## config.mk

```make
export PLATFORM = sky130hd
export DESIGN_NAME = coin_credit_fsm
export DESIGN_NICKNAME = d
export VERILOG_FILES = /design/src/rtl/coin_credit_fsm.sv
export SDC_FILE = /design/constraint.sdc
export NUM_CORES = 1
export LEC_CHECK = 0
export CORE_MARGIN = 2
export CORE_UTILIZATION = 40
export DETAILED_ROUTE_END_ITERATION = 8
export SYNTH_ARGS = -nofsm -noshare
export SYNTH_HDL_FRONTEND = slang
export SYNTH_SLANG_ARGS = --single-unit
export TNS_END_PERCENT = 100
```

## constraint.sdc

```tcl
create_clock -name clk -period 5.8 [get_ports clk]
set_input_delay 1.16 -clock clk [delete_from_list [all_inputs] [get_ports clk]]
set_output_delay 1.16 -clock clk [all_outputs]
set_load 0.02 [all_outputs]
```

## src/rtl/coin_credit_fsm.sv

```systemverilog
// Coin-credit controller: accumulates coin credit, starts brewing on a paid selection, returns change.
// Optional inactivity refund in ACCUM is enabled by defining COIN_TIMEOUT_REFUND_EN.
module coin_credit_fsm #(
  parameter int unsigned NUM_COINS      = 2,
  parameter int unsigned COIN_VAL0      = 100,
  parameter int unsigned COIN_VAL1      = 500,
  parameter int unsigned COIN_VAL2      = 0,
  parameter int unsigned COIN_VAL3      = 0,
  parameter int unsigned CREDIT_W       = 12,
  parameter int unsigned MAX_CREDIT     = 3000,
  parameter int unsigned TIMEOUT_CYCLES = 30
) (
  input  logic                clk,
  input  logic                rst,
  input  logic                coin_valid,
  input  logic [1:0]          coin_id,
  input  logic                sel_valid,
  input  logic [CREDIT_W-1:0] price,
  input  logic                cancel,
  input  logic                brew_done,
  input  logic                change_ack,
  output logic [CREDIT_W-1:0] credit,
  output logic                coin_reject,
  output logic                insufficient,
  output logic                brew_en,
  output logic                change_valid,
  output logic [CREDIT_W-1:0] change_amt,
  output logic                busy
);

  localparam int unsigned SumW = CREDIT_W + 1;

  typedef enum logic [1:0] {StIdle, StAccum, StDispense, StChange} state_e;

  state_e state_q;

  function automatic logic [SumW-1:0] coin_value(input logic [1:0] id);
    logic [SumW-1:0] v;
    case (id)
      2'd0:    v = SumW'(COIN_VAL0);
      2'd1:    v = SumW'(COIN_VAL1);
      2'd2:    v = SumW'(COIN_VAL2);
      default: v = SumW'(COIN_VAL3);
    endcase
    return v;
  endfunction

  // One extra bit on the sum so the ceiling test cannot be fooled by wrap-around.
  logic [SumW-1:0] coin_sum;
  logic            id_ok;
  logic            coin_ok;
  logic            can_pay;
  logic            tmo_hit;

  assign coin_sum = {1'b0, credit} + coin_value(coin_id);
  assign id_ok    = 32'(coin_id) < NUM_COINS;
  assign coin_ok  = id_ok && (coin_sum <= SumW'(MAX_CREDIT));
  assign can_pay  = credit >= price;

`ifdef COIN_TIMEOUT_REFUND_EN
  localparam int unsigned TmoW = $clog2(TIMEOUT_CYCLES + 1);

  logic [TmoW-1:0] tmo_q;
  logic            tmo_restart;

  assign tmo_restart = !cancel && ((sel_valid && !can_pay) || (!sel_valid && coin_valid && coin_ok));
  assign tmo_hit     = (tmo_q == TmoW'(TIMEOUT_CYCLES - 1));

  always_ff @(posedge clk or posedge rst) begin
    if (rst) begin
      tmo_q <= '0;
    end else if (state_q != StAccum || tmo_restart) begin
      tmo_q <= '0;
    end else begin
      tmo_q <= tmo_q + 1'b1;
    end
  end
`else
  assign tmo_hit = 1'b0;
`endif

  always_ff @(posedge clk or posedge rst) begin
    if (rst) begin
      state_q      <= StIdle;
      credit       <= '0;
      change_amt   <= '0;
      coin_reject  <= 1'b0;
      insufficient <= 1'b0;
      brew_en      <= 1'b0;
      change_valid <= 1'b0;
      busy         <= 1'b0;
    end else begin
      coin_reject  <= 1'b0;
      insufficient <= 1'b0;
      unique case (state_q)
        StIdle, StAccum: begin
          if (cancel) begin
            coin_reject <= coin_valid;
            if (state_q == StAccum) begin
              change_amt   <= credit;
              credit       <= '0;
              change_valid <= 1'b1;
              busy         <= 1'b1;
              state_q      <= StChange;
            end
          end else if (sel_valid) begin
            coin_reject <= coin_valid;
            if (can_pay) begin
              change_amt <= credit - price;
              credit     <= '0;
              brew_en    <= 1'b1;
              busy       <= 1'b1;
              state_q    <= StDispense;
            end else begin
              insufficient <= 1'b1;
            end
          end else if (coin_valid) begin
            if (coin_ok) begin
              credit  <= coin_sum[CREDIT_W-1:0];
              state_q <= StAccum;
            end else begin
              coin_reject <= 1'b1;
            end
          end else if (state_q == StAccum && tmo_hit) begin
            change_amt   <= credit;
            credit       <= '0;
            change_valid <= 1'b1;
            busy         <= 1'b1;
            state_q      <= StChange;
          end
        end
        StDispense: begin
          coin_reject <= coin_valid;
          if (brew_done) begin
            brew_en <= 1'b0;
            if (change_amt != '0) begin
              change_valid <= 1'b1;
              state_q      <= StChange;
            end else begin
              busy    <= 1'b0;
              state_q <= StIdle;
            end
          end
        end
        StChange: begin
          coin_reject <= coin_valid;
          if (change_ack) begin
            change_valid <= 1'b0;
            change_amt   <= '0;
            busy         <= 1'b0;
            state_q      <= StIdle;
          end
        end
        default: state_q <= StIdle;
      endcase
    end
  end

endmodule

```

==> reports/qor.txt <==
Final nets: 371
Worst Tran Pin Value: 0.882 ns
drt drc: 0
Final setup viols: 0
worst skew pair latency: 0.28 ns
kind of end point of the critical path: flop
post-route antenna net violation count: 0
CP required: 5.96 ns
DRT Pass-1 Iters: 4
# rows: 28
synthesized flop and latch total: 29
Slew HR: 41.0%
routed len/inst: 16.2 um
DRT Wirelength: 6.62 mm
hold_buf cts: 0
Initial Utilization: 42.0%
TritonCTS clock tree: built
Largest stage delay, worst path: 0.57 ns
total congestion overflow: 0
status: completed
sequential area share after synthesis: 28.8%
Syn Inst Count: 293
CTS clk-pin slew, worst paths: 0.06 ns
Syn Area/Cell: 8.59 sq um
Synth top area share: 28.8%
Area contributors post-synth: dfrtp_1, ha_1, nand2_1, a21oi_1, nor2_1
CP Cell Sequence: clkdlybuf4s50_1, inv_1, ha_1, ha_1, a31oi_1, nand3_1, a221o_1, xnor2_2, o41ai_2, a21boi_2, o221ai_1, mux2_1
CP arrival: 4.46 ns
Setup TNS: 0 ns
drt initial violations: 136
hpwl dp: 5.03 mm
Min-Delay Path Class: flop to flop
CP top delay family: compound AO/OA/AOI/OAI gates
initial antenna violation count: 0
clk buf depth: 2
most common cell after layout, fill and taps aside: clkdlybuf4s50_1
gpl congestion: 0.829
clock root buffer: clkbuf_8
largest net degree at the start of global routing: 30
Leakage: 1.34 nW
vias in the first global route: 2121
slowest CP cell: clkdlybuf4s50_1
I/O Pins: 50
Mapped Area: 0.00252 sq mm
Worst Slack Setup Final: 1.50 ns
Sink Count: 29
Place WS: 1.23 ns
min cycle time layout: 4.30 ns
most used cell, CP: ha_1
antenna cells: 0
worst vdd ir: 0.258 mV
most common flop cell mapped by yosys: dfrtp_1
die area: 0.00694 sq mm
CTS H-tree lvls: 2
detail-routed via count per cell: 5.69
layout overhead on the synthesized area: 22.6%
RSZ-0062 raised after global routing: no
layout cells sized above 1: 8.38%
post-cts sizing count: 0
All-Layer GR Usage: 19.5%
Fin. Hold Viols: 0
max cap viols: 0
Core Area: 0.00599 sq mm
Final Slew Violations: 0
EDFF count, synth: 0
asr flop ratio synth: 100%
fin crit share: 74.1%
Die H: 83.3 um
Yosys warnings: 0
critical path fanouts, max: 12
area leader, netlist: dfrtp_1
critical path launch point type: primary input
Pwr per Cell Area: 324 mW/mm^2
fill count: 587
first-pass GRT wire length: 11.0 mm
die width: 83.3 um
skew final: 0.00413 ns
Setup Buffers After CTS: 0
crit path buf inv count: 2
Cell variety after synth: 70
most frequent cells in the layout: clkdlybuf4s50_1, nand2_1, dfrtp_1, nor2_1
CTS buffer count: 5
port bufs: 47
Setup CP Type: primary input to flop
total vias in the final route: 2328
f_max: 233 MHz
## sequential cells by signal, summed over array words and instances, names as in the netlist
name	flops
state_q	2
change_valid	1
insufficient	1
coin_reject	1
credit	10
busy	1
brew_en	1
change_amt	12
## where the power goes
| group | leakage, nW | switching [W] | internal [W] |
|---|---|---|---|
| logic | 0.914 | 0.000279 | 0.000225 |
| clock network | 0.0443 | 0.0000772 | 0.0000940 |
| registers | 0.384 | 0.0000679 | 0.000255 |
| total | 1.34 | 0.000425 | 0.000574 |
## kinds of logic after synthesis
| group | after synthesis | share of synthesized area, % |
|---|---|---|
| AO/OA/AOI/OAI | 97 | 29.2 |
| flip-flops | 29 | 28.8 |
| buffers and inverters | 39 | 7.46 |
| multiplexers | 5 | 2.09 |
| XOR/XNOR | 17 | 6.96 |
| other | 1 | 0.149 |
| adder cells (fa/ha/maj) | 16 | 7.95 |
| AND/OR/NAND/NOR | 89 | 17.3 |
## final timing paths
path / slack [ns] / cells past startpoint / from / to
hold / removal: 0.51 / 2 / change_amt[2] / change_amt[2]
setup / recovery: 1.50 / 12 / coin_id[1] / state_q[0]
setup reg to reg: 2.60 / 10 / credit[2] / state_q[0]
hold reg to reg: 0.51 / 2 / change_amt[2] / change_amt[2]
max in group asynchronous: 4.27 / 3 / rst / credit[7]
min in group asynchronous: 1.25 / 3 / rst / insufficient
## metrics by stage
stage | instance area, sq um | util, % | hold slack [ns] | total power, W | instances
after CTS | 3090 | 51.5 | 0.524 | 0.00100 | 409
after global routing | 3090 | 51.5 | 0.550 | 0.00107 | 409
final | 3090 | 51.5 | 0.513 | 0.000999 | 409
after detailed placement | 3000 | 50.1 | 0.506 | 0.000829 | 402
after floorplan | 2520 | - | 0.599 | 0.000653 | 294
after global placement | 3000 | 50.1 | 0.502 | 0.000827 | 402
## area by class of cell
type                    instances  area, sq um  share of cell area (%)
repair buffers                 49          485                    15.7
inverters                      23         86.3                    2.80
well taps                      75         93.8                    3.04
flip-flops and latches         29          726                    23.5
clock buffers                   7         86.3                    2.80
multi-input cells             226         1610                    52.1
## synthesized netlist by cell type (3+ instances only)
cell type  instances
nand2_1           30
dfrtp_1           29
nor2_1            26
a21oi_1           22
inv_1             22
ha_1              16
o21ai_0           12
xor2_1             9
a31oi_1            6
clkbuf_1           6
nand3_1            6
o31ai_1            6
xnor2_1            6
a32o_1             5
o21ai_1            5
a22o_1             4
buf_4              4
a211o_1            3
a31o_1             3
and2_1             3
buf_6              3
mux2i_1            3
nor3_1             3
nor4_1             3
## metal layers
metal  track usage (%)  vias up  wire [um]
met5                 0        -          0
met3              3.28        9        315
met4              4.77        0         82
met1              30.0     1101       3320
li1                  -     1151          -
met2              27.9       67       2900
## worst register-to-register path: stages, from the launching register on
cell      delay [ns]
dfrtp_1         0.45
ha_1            0.26
ha_1            0.29
a31oi_1         0.25
nand3_1         0.17
a221o_1         0.38
xnor2_2         0.15
o41ai_2         0.09
a21boi_2        0.49
o221ai_1        0.22
mux2_1          0.33
Power figures use the tool's default switching activity.
